File: src/rtl/decade_timer_pkg.sv
// Shared constants for the decade timer and event counter: default widths,
// the power-of-ten table and the FSM state encoding.
package decade_timer_pkg;

    localparam int unsigned DEF_MAX_EXP = 9;
    localparam int unsigned DEF_CNT_W   = 30;
    localparam int unsigned BASE_W      = 7;
    localparam int unsigned EXP_W       = 4;

    typedef enum logic {
        ST_IDLE = 1'b0,
        ST_RUN  = 1'b1
    } state_t;

    // 10^e for e = 0..9; out-of-range selectors are never loaded, so they return 1
    function automatic logic [DEF_CNT_W-1:0] pow10(input logic [EXP_W-1:0] e);
        logic [DEF_CNT_W-1:0] r;
        case (e)
            4'd0:    r = DEF_CNT_W'(1);
            4'd1:    r = DEF_CNT_W'(10);
            4'd2:    r = DEF_CNT_W'(100);
            4'd3:    r = DEF_CNT_W'(1000);
            4'd4:    r = DEF_CNT_W'(10000);
            4'd5:    r = DEF_CNT_W'(100000);
            4'd6:    r = DEF_CNT_W'(1000000);
            4'd7:    r = DEF_CNT_W'(10000000);
            4'd8:    r = DEF_CNT_W'(100000000);
            4'd9:    r = DEF_CNT_W'(1000000000);
            default: r = DEF_CNT_W'(1);
        endcase
        return r;
    endfunction

endpackage

File: src/rtl/decade_prescaler.sv
// Inner tick counter: divides enabled ticks by 10^exp_sel and emits one
// unit_tick per completed mantissa unit.
module decade_prescaler
    import decade_timer_pkg::*;
#(
    parameter int unsigned CNT_W = DEF_CNT_W
) (
    input  logic             clk,
    input  logic             rst_n,
    input  logic             i_en,
    input  logic             i_clr,
    input  logic [EXP_W-1:0] i_exp_sel,
    output logic             o_unit_tick_c
);

    logic [CNT_W-1:0] r_cnt;
    logic [CNT_W-1:0] r_term;
    logic             w_at_term;

    assign w_at_term     = (r_cnt == r_term);
    assign o_unit_tick_c = i_en && w_at_term;

    // Terminal count is captured once at load so the compare never sees a multiplier
    always_ff @(posedge clk or negedge rst_n) begin
        if (!rst_n) begin
            r_cnt  <= '0;
            r_term <= '0;
        end else if (i_clr) begin
            r_cnt  <= '0;
            r_term <= CNT_W'(pow10(i_exp_sel)) - CNT_W'(1);
        end else if (i_en) begin
            r_cnt  <= w_at_term ? '0 : r_cnt + CNT_W'(1);
        end
    end

endmodule

File: src/rtl/decade_timer.sv
// One-shot delay timer: waits base x 10^exponent enabled ticks after start,
// then pulses done. Rejects out-of-range exponents with an err pulse.
module decade_timer
    import decade_timer_pkg::*;
#(
    parameter int unsigned MAX_EXP = DEF_MAX_EXP,
    parameter int unsigned CNT_W   = DEF_CNT_W
) (
    input  logic              clk,
    input  logic              rst_n,
    input  logic              en,
    input  logic              start,
    input  logic              abort,
    input  logic [BASE_W-1:0] base,
    input  logic [EXP_W-1:0]  exponent,
    output logic              busy,
    output logic              done,
    output logic              err,
    output logic [BASE_W-1:0] rem_base
);

    state_t            r_state;
    logic              r_busy;
    logic              r_done;
    logic              r_err;
    logic [BASE_W-1:0] r_rem;

    logic w_start_ok;
    logic w_exp_ok;
    logic w_base_nz;
    logic w_load;
    logic w_run_en;
    logic w_unit_tick;

    assign w_start_ok = (r_state == ST_IDLE) && start && !abort;
    assign w_exp_ok   = (exponent <= EXP_W'(MAX_EXP));
    assign w_base_nz  = (base != '0);
    assign w_load     = w_start_ok && w_exp_ok && w_base_nz;
    assign w_run_en   = (r_state == ST_RUN) && en && !abort;

    decade_prescaler #(
        .CNT_W (CNT_W)
    ) u_prescaler (
        .clk           (clk),
        .rst_n         (rst_n),
        .i_en          (w_run_en),
        .i_clr         (w_load),
        .i_exp_sel     (exponent),
        .o_unit_tick_c (w_unit_tick)
    );

    // Control FSM; done/err are single-cycle registered pulses
    always_ff @(posedge clk or negedge rst_n) begin
        if (!rst_n) begin
            r_state <= ST_IDLE;
            r_busy  <= 1'b0;
            r_done  <= 1'b0;
            r_err   <= 1'b0;
            r_rem   <= '0;
        end else begin
            r_done <= 1'b0;
            r_err  <= 1'b0;
            case (r_state)
                ST_IDLE: begin
                    if (w_start_ok) begin
                        if (!w_exp_ok) begin
                            r_err <= 1'b1;
                        end else if (!w_base_nz) begin
                            r_done <= 1'b1;
                        end else begin
                            r_rem   <= base;
                            r_busy  <= 1'b1;
                            r_state <= ST_RUN;
                        end
                    end
                end
                ST_RUN: begin
                    if (abort) begin
                        r_state <= ST_IDLE;
                        r_busy  <= 1'b0;
                        r_rem   <= '0;
                    end else if (w_unit_tick) begin
                        r_rem <= r_rem - BASE_W'(1);
                        if (r_rem == BASE_W'(1)) begin
                            r_state <= ST_IDLE;
                            r_busy  <= 1'b0;
                            r_done  <= 1'b1;
                        end
                    end
                end
                default: begin
                    r_state <= ST_IDLE;
                    r_busy  <= 1'b0;
                end
            endcase
        end
    end

    assign busy     = r_busy;
    assign done     = r_done;
    assign err      = r_err;
    assign rem_base = r_rem;

endmodule
File: config.mk
export PLATFORM = sky130hd
export DESIGN_NAME = decade_timer
export DESIGN_NICKNAME = d
export VERILOG_FILES = /design/src/rtl/decade_timer_pkg.sv /design/src/rtl/decade_prescaler.sv /design/src/rtl/decade_timer.sv
export SDC_FILE = /design/constraint.sdc
export NUM_CORES = 1
export LEC_CHECK = 0
export CELL_PAD_IN_SITES_DETAIL_PLACEMENT = 2
export CELL_PAD_IN_SITES_GLOBAL_PLACEMENT = 2
export CORE_MARGIN = 8
export CORE_UTILIZATION = 37
export CTS_CLUSTER_DIAMETER = 200
export DETAILED_ROUTE_END_ITERATION = 8
export GPL_TIMING_DRIVEN = 0
export PLACE_DENSITY = 0.86
export SLEW_MARGIN = 10
export SYNTH_ARGS = -nofsm -noshare
export SYNTH_HDL_FRONTEND = slang
export SYNTH_SLANG_ARGS = --single-unit
File: constraint.sdc
create_clock -name clk -period 2.6 [get_ports clk]
set_input_delay 0.39 -clock clk [delete_from_list [all_inputs] [get_ports clk]]
set_output_delay 0.39 -clock clk [all_outputs]
set_load 0.1 [all_outputs]
# After elaboration in Yosys (flattened, before gate mapping)
# Memories as Yosys holds them, arrays and structs flattened.
# Index checks and enable logic that the tools add are counted.
# word_totals
register_bits	71
rom_bits	480
inputBits	16
out_inout_bits	10
memories	1
# op_classes
n_addsub	3
n_lt_le_gt_ge	1
eq_ne	7
n_mux	34
n_bitwise	1
n_reduce_logical	12
# mem_list
name	words	width	read_ports	rd_clocked_by_memory_dff	write_ports	line_no	text
(no name shown)	16	30	1	0	0	decade_timer_pkg.sv:18	case (e)
# ops
operator	n
$mux W30	4
$mux W7	5
$add A30 B1 Y30 const B	1
$eq A30 B30 Y1	1
$sub A30 B1 Y30 const B	1
$mux W1	21
$pmux W7 S2	1
$eq A7 B1 Y1 const B	1
$logic_and A1 B1 Y1	7
$reduce_bool A7 Y1	1
$sub A7 B1 Y7 const B	1
$ne A2 B2 Y1 const B	3
$ne A3 B2 Y1 const B	2
$pmux W1 S2	3
$reduce_and A5 Y1	1
$le A4 B4 Y1 const B	1
$reduce_and A4 Y1	1
$reduce_bool A2 Y1	1
$logic_not A1 Y1	1
$not A1 Y1	1

# Logic depth before layout (Yosys ltp)
# Gate-level depths: netlist of run 1.
# logic_depth
ltp_word	7
depth_mapped	11
ltp_nobuf	9

# Modules after synthesis
# A second synthesis of run 1 with hierarchy kept.
# hier_totals
hier_cells	481
hier_area_um2	4419.2
# by_module_without_submodules
mod	instances	cells_each	area_per_inst_um2	seq_area_each_um2
decade_prescaler	1	406	3708.6	1501.4
decade_timer	1	75	710.7	275.3

# Least setup slack after synthesis of run 1
# No wires, ideal clock.
# synth_path
kind	input-to-reg
startpoint	in exponent[0]
endpoint	reg u_prescaler.r_term[18]
arrival_time_ns	2.554
t_required_ns	2.523
path_slack_ns	-0.032
path_stages	11
cell_sequence	clkbuf_1 -> inv_1 -> ha_1 -> clkbuf_1 -> a21boi_0 -> ha_1 -> o31ai_1 -> nor4_1 -> and3_1 -> a211oi_2 -> a21oi_1
# synth_between
elab_chain_len	3
# synth_rtl
element	line_no	text
start: declaration	decade_timer.sv:15	input logic [EXP_W-1:0] exponent,
$mem_v2 Z16 W30 / $le A4 B4 Y1 (equally long branches)	--	
$mux W30 / $logic_and A1 B1 Y1 (equally long branches)	decade_prescaler.sv:28, decade_timer.sv:38	
$sub A30 B1 Y30 / $logic_and A1 B1 Y1 (equally long branches)	decade_prescaler.sv:30, decade_timer.sv:38	
end signal: assignment	decade_prescaler.sv:30	r_term <= CNT_W'(pow10(i_exp_sel)) - CNT_W'(1);
end: declaration	decade_prescaler.sv:17	logic [CNT_W-1:0] r_term;
# Parallel ways exist; a longest one is shown, timed or not. The select of a mux whose other input is x is not followed.
# A chain may end at the register's enable or synchronous reset.

# Worst setup path in the final report of run 1
# layout_path
startpoint	in abort
endpoint	reg r_rem[0], in the netlist rem_base[0]
# layout_between
elab_chain_len	5
# layout_rtl
element	line_no	text
start: declaration	decade_timer.sv:13	input logic abort,
$logic_not A1 Y1	decade_timer.sv:35, decade_timer.sv:39	
$logic_and A1 B1 Y1	decade_timer.sv:39	assign w_run_en = (r_state == ST_RUN) && en && !abort;
$logic_and A1 B1 Y1	decade_prescaler.sv:21	assign o_unit_tick_c = i_en && w_at_term;
$ne A3 B2 Y1 (no source line)	--	
$reduce_and A4 Y1 (no source line)	--	
end signal: assignment	decade_timer.sv:71	r_rem <= base;
end signal: assignment	decade_timer.sv:83	r_rem <= r_rem - BASE_W'(1);
end: declaration	decade_timer.sv:26	logic [BASE_W-1:0] r_rem;
# Parallel ways exist; a longest one is shown, timed or not.

==> metrics.yaml, run 1 <==
outcome:
  status: "finished with violations"
  violations: "hold timing"
synthesis:
  ys_ff_latch: 71
  synth_compound_gate_area_share: 0.158
  synth.top_cell.area_share: 0.405
  yosysSeqAreaShare: 0.405
  synthMuxAreaShare: 0.0120
  synthAdderAreaFrac: 0.0314
  avgSynthCellArea_um2: 8.75
  async_flop_share: 1.00
  postSynthCellCount: 501
  yosysMostFrequentCell: "dfrtp_1"
  ys_types: 57
  synth_xor_area_frac: 0.0996
  yosysWarnings: 0
  synthTopCellsByArea: "dfrtp_1, xnor2_1, nand2_1, nor2_1, ha_1"
  synth_area_mm2: 0.00438
  synth_largest_area_cell: "dfrtp_1"
  syn_nets: 528
  synth_top_family_by_area: "simple AND/OR/NAND/NOR gates"
  synthFlopType: "dfrtp_1"
  synth_edf_count: 0
  synth.top_cells.by_count: "dfrtp_1, nand2_1, nor2_1, xnor2_1, o21ai_0"
  synth-simple-area-share: 0.255
sta:
  period_share: 0.970
  setup_viol: 0
  fin_skew_ns: 0.0109
  finalMaxSlewViolations: 0
  max_slew.worst_pin.slew_ns: 0.986
  relSlewSlack: 0.341
  finalHoldViolCount: 22
  max_freq_mhz: 396
  finalSetupTns_ns: 0
  fin_crit_ns: 2.52
  hold_ws_ns: -0.0197
drt:
  routedWlPerCell_um: 24.2
  drc_errors: 0
  routed_wl_um: 16700
  antenna_left: 0
  first_pass_iters: 4
  viasPerCell: 5.92
  drt-initial-drc-count: 219
  num_vias: 4079
pwr:
  p_leak_nw: 2.13
  p_per_area_mw_per_mm2: 753
  fin_total_pwr_mw: 4.02
  vdd_ir_drop_max_mv: 0.441
cts:
  clk_latency_ns: 0.36
  clockBufferDepth: 2
  cts_sinks: 71
  clockRootBuffer: "clkbuf_16"
  cts_buffers: 9
  path_clk_slew_ns: 0.06
  cts_tree: "done"
  cts_max_level: 3
setup_path:
  critical_path.slowest_cell: "clkdlybuf4s50_1"
  r2r-start: "r_state$_DFF_PN0_"
  arrival_ns: 2.76
  crit_chain: "clkdlybuf4s50_1, or3b_4, a21oi_4, and2_1, nor2_2, a211o_1, a211o_1"
  path_buf_inv: 1
  critPathKind: "in -> reg"
  cp-start-kind: "input pin"
  r2r_cells: 6
  crit_required_ns: 2.83
  cp_max_fo: 8
  cp-end-kind: "flop"
  max_stage_delay_ns: 0.54
  r2r_slack_ns: 0.20
  r2r_end: "rem_base[0]$_DFFE_PN0P_"
  path_delay_family: "compound AO/OA/AOI/OAI gates"
  cpMostUsedCell: "a211o_1"
global_route:
  grt_max_degree: 42
  grt_pass1_vias: 4716
  overflow: 0
  grt_pass1_wl_um: 27000
  grt_usage: 0.222
  antenna_found_initial: 0
cells_and_area:
  fin_util: 0.463
  n_fill_cell: 1235
  layout-drive-gt1-share: 0.137
  diodes: 0
  area_growth_pct: 21.8
  layout.nets: 568
  layout.cells.non_filler: 689
placement:
  dp_hpwl_um: 12000
  portBuffers: 24
  gp_congestion: 0.841
  dp.cells: 669
die:
  core_mm2: 0.0115
  die_w_um: 125
  core.rowCount: 39
  initial_core_util: 0.381
  die_area_mm2: 0.0156
  fp.dieH_um: 125
  ioPinCount: 26
worst_hold_path:
  hold_class: "in -> async"
run:
  maxCapViolations: 0
[layout by cell type, fill, tap and decap left out, types with 3 or more instances in the layout]
cell type	synthesis	routed
dfrtp_1	71	71
nand2_1	68	68
nor2_1	62	58
xnor2_1	44	44
nor3_1	22	22
o21ai_0	27	22
clkdlybuf4s50_1	0	21
nand3_1	17	17
a21oi_1	17	17
nand4_1	13	13
inv_1	13	12
a31oi_1	10	10
buf_2	8	9
nor2b_1	10	9
clkbuf_16	0	9
buf_4	1	8
o22a_1	7	7
ha_1	11	7
clkbuf_2	0	5
nor4_1	6	5
nor4_4	4	4
o22ai_1	4	4
and2_1	4	4
xor2_1	4	4
clkbuf_1	12	3
o31ai_1	4	3
mux2i_1	3	3
nor3b_1	3	3
nand3b_1	3	3
or3_1	3	3
o21ai_1	0	3
o311ai_0	3	3
nor2_2	0	3
o211a_1	3	3
a221o_1	3	3
a32oi_1	3	3
o32ai_1	3	3
bufinv_16	0	3
[worst max-delay path by stage]
stage	startpoint	end	cells past startpoint
2_1_floorplan	exponent[0]	u_prescaler.r_term[18]$_DFFE_PN0P_	11
3_3_place_gp	rst_n	u_prescaler.r_cnt[27]$_DFFE_PN0P_	1
3_5_place_dp	exponent[0]	u_prescaler.r_term[18]$_DFFE_PN0P_	12
4_1_cts	exponent[0]	u_prescaler.r_term[18]$_DFFE_PN0P_	12
5_1_grt	abort	rem_base[0]$_DFFE_PN0P_	7
6_report	abort	rem_base[0]$_DFFE_PN0P_	7
[metal layers]
metal,vias to the layer above,global-route usage,share of wire
li1,1852,-,-
met1,2119,0.263,0.44
met2,78,0.375,0.50
met3,30,0.0445,0.030
met4,0,0.107,0.027
met5,-,0,0
[state kept, by name, summed over array words and instances, names as in the netlist]
| register | cells |
|---|---|
| busy | 1 |
| u_prescaler.r_term | 30 |
| r_state | 1 |
| rem_base | 7 |
| done | 1 |
| u_prescaler.r_cnt | 30 |
| err | 1 |
[final cells by class]
cell class                      count  area (um2)  share of cell area
Multi-Input combinational cell    392        2540               0.475
Clock inverter                      6         108              0.0202
Inverter                           13        52.6             0.00985
Clock buffer                       10         239              0.0448
Sequential cell                    71        1780               0.333
Buffer                             23         139              0.0260
Timing Repair Buffer               31         307              0.0574
Tap cell                          143         179              0.0335
[what timing repair did]
item / in CTS / in global routing
setup buffers: 4 / 2
endpoints found under the setup margin: 69 / 47
pin swaps: 4 / 4
hold buffers: 0 / 0
cloned: 0 / 0
resized for setup: 29 / 24
[worst reg2reg max path: stages (launching register included)]
cell     delay, ns
dfrtp_1       0.49
or3b_4        0.46
a21oi_4       0.23
and2_1        0.23
nor2_2        0.11
a211o_1       0.42
a211o_1       0.34
[metrics by stage]
stage | cell area, um2 | setup WS (ns)
6_report | 5340 | 0.0768
3_3_place_gp | 4800 | -1.53
5_1_grt | 5340 | -0.00857
4_1_cts | 5290 | 0.0125
3_5_place_dp | 4830 | -1.29
2_1_floorplan | 4390 | 0.0540
[report_power, final]
group / internal (mW) / switching (mW) / leakage (nW)
combinational: 0.370 / 0.706 / 1.06
clock: 0.960 / 0.527 / 0.168
sequential: 1.27 / 0.186 / 0.909
total: 2.60 / 1.42 / 2.13
[kinds of logic (layout without fill, tap and decap cells)]
family                   count (synthesis)  count (layout)
AND/OR/NAND/NOR                        225             225
AO/OA/AOI/OAI                          102             102
flip-flops                              71              71
XOR/XNOR                                49              49
buffers and inverters                   38              83
adder cells (fa/ha/maj)                 11              11
multiplexers                             5               5
Note: power is estimated with default switching activity, not from simulation.
==> run 2: changes to the inputs <==
--- a/config.mk
+++ b/config.mk
@@ -7,7 +7,6 @@
 export LEC_CHECK = 0
 export CELL_PAD_IN_SITES_DETAIL_PLACEMENT = 2
 export CELL_PAD_IN_SITES_GLOBAL_PLACEMENT = 2
-export CORE_MARGIN = 8
 export CORE_UTILIZATION = 37
 export CTS_CLUSTER_DIAMETER = 200
 export DETAILED_ROUTE_END_ITERATION = 8
==> run 2 against run 1 <==
  * The flow still finishes with violations (hold timing)
  * Critical path depth increased by 2
  * Global-route usage is 4.2 points higher
  * Sequential power about the same
  * Setup slack got worse by 0.055 ns
  * Sequential cell count stayed put
  * Clock-buffer cell count grew 3
  * Highest routed layer unchanged
  * Largest cell class unchanged
  * Utilization is 0.41 points lower
  * Final cell count fell by 0.58%
  * Sequential share of layout area up 0.44 points
  * Power decreased by 5.2%
  * First-iteration DRC count is 25% lower
  * Critical path type unchanged
==> metrics.yaml, run 2 (synthesized netlist as in run 1, its figures left out) <==
outcome:
  status: "finished with violations"
  violations: "hold timing"
drt:
  antenna_left: 0
  drc_errors: 0
  num_vias: 4053
  drt-initial-drc-count: 164
  routedWlPerCell_um: 22.6
  viasPerCell: 5.92
  first_pass_iters: 4
  routed_wl_um: 15500
placement:
  gp_congestion: 0.858
  dp_hpwl_um: 11400
  portBuffers: 24
  dp.cells: 669
setup_path:
  arrival_ns: 2.82
  critPathKind: "in -> reg"
  cp_max_fo: 10
  cp-start-kind: "input pin"
  crit_required_ns: 2.85
  cp-end-kind: "flop"
cells_and_area:
  layout.cells.non_filler: 685
  area_growth_pct: 20.2
  final_common_cell: "dfrtp_1"
  most-common-layout-cells: "dfrtp_1, nand2_1, nor2_1"
  layout.nets: 564
  diodes: 0
  layout-drive-gt1-share: 0.116
sta:
  finalHoldViolCount: 4
  fin_crit_ns: 2.58
  period_share: 0.992
  fin_skew_ns: 0.00621
  max_slew.worst_pin.slew_ns: 0.973
  finalSetupTns_ns: 0
  finalMaxSlewViolations: 0
  hold_ws_ns: -0.0107
  relSlewSlack: 0.349
  max_freq_mhz: 388
  setup_viol: 0
cts:
  cts_buffers: 9
  cts_hold_buf: 0
  cts_tree: "done"
  clk_latency_ns: 0.35
  clockBufferDepth: 2
  cts_max_level: 3
  clockRootBuffer: "clkbuf_16"
  cts_sinks: 71
  path_clk_slew_ns: 0.06
pwr:
  fin_total_pwr_mw: 3.81
  p_per_area_mw_per_mm2: 723
  vdd_ir_drop_max_mv: 0.547
  p_leak_nw: 2.10
die:
  core_mm2: 0.0115
  core.rowCount: 39
  die_area_mm2: 0.0123
  die_w_um: 111
  fp.dieH_um: 111
  initial_core_util: 0.382
  ioPinCount: 26
worst_hold_path:
  hold_class: "in -> async"
run:
  maxCapViolations: 0
global_route:
  overflow: 0
  antenna_found_initial: 0
  grt_pass1_vias: 4515
  grt_max_degree: 42
  grt_usage: 0.264
  grt_pass1_wl_um: 25000
-- run 2: cell types whose count changed in the layout (fill, tap and decap cells not counted), sizes merged --
cell / change
clkinvlp: -2
dlymetal6s2s: +1
buf: -4
inv: +1
clkdlybuf4s50: -1
clkbuf: +3
bufinv: -2
-- run 2: cell type report --
| type | count | area, um2 |
|---|---|---|
| Fill cell | 1262 | 6200 |
| Multi-Input combinational cell | 392 | 2530 |
| Sequential cell | 71 | 1780 |
| Timing Repair Buffer | 27 | 284 |
| Clock buffer | 13 | 270 |
| Tap cell | 143 | 179 |
| Buffer | 23 | 134 |
| Inverter | 13 | 48.8 |
| Clock inverter | 3 | 40.0 |
-- run 2: worst paths after layout --
check	from	endpoint	slack (ns)	cells past startpoint
hold / removal	rst_n	u_prescaler.r_cnt[28]$_DFFE_PN0P_	-0.01	1
hold reg to reg	u_prescaler.r_term[2]$_DFFE_PN0P_	u_prescaler.r_term[2]$_DFFE_PN0P_	0.51	2
setup / recovery	exponent[1]	u_prescaler.r_term[21]$_DFFE_PN0P_	0.02	9
min in group clk	u_prescaler.r_term[2]$_DFFE_PN0P_	u_prescaler.r_term[2]$_DFFE_PN0P_	0.51	2
setup reg to reg	u_prescaler.r_cnt[1]$_DFFE_PN0P_	rem_base[5]$_DFFE_PN0P_	0.14	7
max in group asynchronous	rst_n	u_prescaler.r_term[3]$_DFFE_PN0P_	2.02	2
-- run 2: critical path, cell delays in order --
cell,delay [ns]
clkdlybuf4s15_2,0.33
inv_1,0.13
ha_2,0.27
nor3b_2,0.21
o22ai_2,0.13
or4_4,0.60
nor4_4,0.43
a21oi_1,0.11
o21ai_0,0.23
-- run 2: power by group --
part	total [mW]	internal (mW)	switching [mW]	leakage (nW)
Sequential	1.45	1.27	0.184	0.909
Clock	1.30	0.819	0.486	0.156
Combinational	1.05	0.367	0.685	1.04
Total	3.81	2.45	1.35	2.10
-- run 2: per-layer routing --
metal / global-route usage / vias up / part of all wire
li1: - / 1845 / -
met1: 0.334 / 2113 / 0.45
met2: 0.451 / 64 / 0.50
met3: 0.0334 / 31 / 0.026
met4: 0.113 / 0 / 0.028
met5: 0 / - / 0
-- run 2: metrics by stage --
stage	instance area (um2)	hold WS, ns	setup slack (ns)	utilization
6_report	5270	-0.0107	0.0215	0.459
2_1_floorplan	4390	0.0944	0.0540	-
3_5_place_dp	4820	0.376	-1.18	0.421
4_1_cts	5240	0.00604	0.00882	0.457
5_1_grt	5270	0.0246	-0.0309	0.459
3_3_place_gp	4800	0.495	-1.56	0.419
-- run 2: timing repair --
action                                  in CTS  in global routing
resized for setup                           28                 12
endpoints found under the setup margin      69                 38
endpoints found under the hold margin        0                  0
pin swaps                                    6                  4
buffers inserted                             2                  0
==> run 3: changes to the inputs <==
==> config.mk (replaced) <==
export PLATFORM = sky130hd
export DESIGN_NAME = decade_timer
export DESIGN_NICKNAME = d
export VERILOG_FILES = /design/src/rtl/decade_timer_pkg.sv /design/src/rtl/decade_prescaler.sv /design/src/rtl/decade_timer.sv
export SDC_FILE = /design/constraint.sdc
export NUM_CORES = 1
export LEC_CHECK = 0
export CORE_UTILIZATION = 60
export CTS_CLUSTER_DIAMETER = 200
export DETAILED_ROUTE_END_ITERATION = 8
export GPL_TIMING_DRIVEN = 1
export PLACE_DENSITY = 0.87
export SYNTH_ARGS = -nofsm -noshare
export SYNTH_HDL_FRONTEND = slang
export SYNTH_SLANG_ARGS = --single-unit
==> run 3 against run 2 <==
  * The flow now finishes without violations
  * Clock power down 24%
  * Wire length down 25%
  * Clock-buffer cell count down 3
  * Die area down 38%
  * Sequential cell count unchanged
  * Critical endpoint is now u_prescaler.r_term[17]$_DFFE_PN0P_
  * Sequential share of layout area up 0.35 points
  * Final cell count down 3.4%
  * Largest cell class unchanged
==> metrics.yaml, run 3 (synthesized netlist as in run 1, its figures left out) <==
die:
  ioPinCount: 26
  initial_core_util: 0.635
  die_area_mm2: 0.00765
  core.rowCount: 30
  die_w_um: 87.5
  core_mm2: 0.00691
  fp.dieH_um: 87.5
setup_path:
  crit_chain: "clkdlybuf4s50_1, inv_1, ha_1, nor3b_1, o22ai_1, or4_4, nor4_4, nor2_1, a21oi_1"
  arrival_ns: 2.72
  critical_path.slowest_cell: "or4_4"
  path_buf_inv: 2
  critPathKind: "in -> reg"
  cp_max_fo: 5
  cp-start-kind: "input pin"
  cp-end-kind: "flop"
  path_delay_family: "simple AND/OR/NAND/NOR gates"
  crit_required_ns: 2.87
  max_stage_delay_ns: 0.57
cts:
  clk_latency_ns: 0.35
  cts.repair.resized: 0
  postCtsSetupRepairBufs: 0
  cts_hold_buf: 0
  clockRootBuffer: "clkbuf_8"
  cts_max_level: 3
  cts_sinks: 71
  clockBufferDepth: 2
  path_clk_slew_ns: 0.08
  cts_tree: "done"
  cts_buffers: 9
placement:
  gp_congestion: 0.939
  dp.cells: 646
  dp_hpwl_um: 8650
  portBuffers: 25
  post-place-ws_ns: -0.249
  placed_area_mm2: 0.00498
drt:
  antenna_left: 0
  routed_wl_um: 11700
  first_pass_iters: 6
  viasPerCell: 6.21
  num_vias: 4110
  drt-initial-drc-count: 325
  drc_errors: 0
  routedWlPerCell_um: 17.7
pwr:
  p_int_mw: 2.21
  pwr-share-seq: 0.418
  netSwitchingFraction: 0.359
  vdd_ir_drop_max_mv: 0.402
  clockPowerShare: 0.285
  p_leak_nw: 2.20
  p_per_area_mw_per_mm2: 662
  p_sw_mw: 1.24
  power_frac_comb: 0.298
sta:
  fin_skew_ns: 0.00969
  period_share: 0.940
  finalHoldViolCount: 0
  hold_ws_ns: 0.0574
  fin_crit_ns: 2.44
  max_slew.worst_pin.slew_ns: 0.651
  relSlewSlack: 0.566
  max_freq_mhz: 409
  setup_viol: 0
  timing.final.ws_setup_ns: 0.157
  finalMaxSlewViolations: 0
  rsz0062_at_grt: "no"
cells_and_area:
  layout.nets: 588
  n_fill_cell: 502
  fin_util: 0.755
  final_common_cell: "dfrtp_1"
  multi_input_area_mm2: 0.00244
  diodes: 0
  area_growth_pct: 19.0
  most-common-layout-cells: "dfrtp_1, nand2_1, nor2_1"
  seq_area_mm2: 0.00178
  finalInstanceArea_mm2: 0.00521
  layout-drive-gt1-share: 0.159
  layout.cells.non_filler: 662
outcome:
  status: "complete, no violations"
global_route:
  grt_max_degree: 30
  grt_pass1_wl_um: 19700
  overflow: 0
  antenna_found_initial: 0
  grt_usage: 0.340
  grt_pass1_vias: 3996
worst_hold_path:
  hold_class: "in -> async"
run:
  maxCapViolations: 0
==> run 3: routing by layer <==
metal  vias up  routed length [um]  track usage  part of all wire
li1       1891                   -            -                 -
met1      1967                4860        0.444              0.42
met2       207                5510        0.538              0.47
met3        45                 907       0.0711             0.078
met4         0                 412        0.162             0.035
met5         -                   0            0                 0
==> run 3: stage by stage <==
stage / total power, mW / TNS [ns]
after floorplan: 2.14 / 0
after global placement: 2.44 / -2.33
after detailed placement: 2.47 / -4.36
after CTS: 3.45 / 0
after global routing: 3.61 / 0
final: 3.45 / 0
==> run 3: cell type report <==
class                           instances  area share
Clock inverter                          6      0.0161
Multi-Input combinational cell        392       0.469
Inverter                               13     0.00936
Clock buffer                           10      0.0264
Sequential cell                        71       0.341
Timing Repair Buffer                   74       0.116
Tap cell                               96      0.0230
==> run 3: final timing paths <==
check                                                          end                         startpoint  cells after the start  slack (ns)
worst max-delay path            u_prescaler.r_term[17]$_DFFE_PN0P_                        exponent[0]                      9        0.16
worst min-delay path                       rem_base[5]$_DFFE_PN0P_                              rst_n                      1        0.06
worst max register to register             rem_base[2]$_DFFE_PN0P_   u_prescaler.r_cnt[7]$_DFFE_PN0P_                      7        0.27
worst min register to register   u_prescaler.r_term[8]$_DFFE_PN0P_  u_prescaler.r_term[8]$_DFFE_PN0P_                      2        0.51
max in group asynchronous       u_prescaler.r_term[22]$_DFFE_PN0P_                              rst_n                      2        1.73
min in group clk                 u_prescaler.r_term[8]$_DFFE_PN0P_  u_prescaler.r_term[8]$_DFFE_PN0P_                      2        0.51
==> run 3: power groups by stage <==
stage                     Clock, mW  Combinational, mW  Sequential, mW
final                         0.983               1.03            1.44
after floorplan                   0              0.475            1.66
after global routing           1.05               1.11            1.46
after global placement            0              0.990            1.45
after detailed placement          0               1.02            1.46
after CTS                     0.991               1.02            1.44
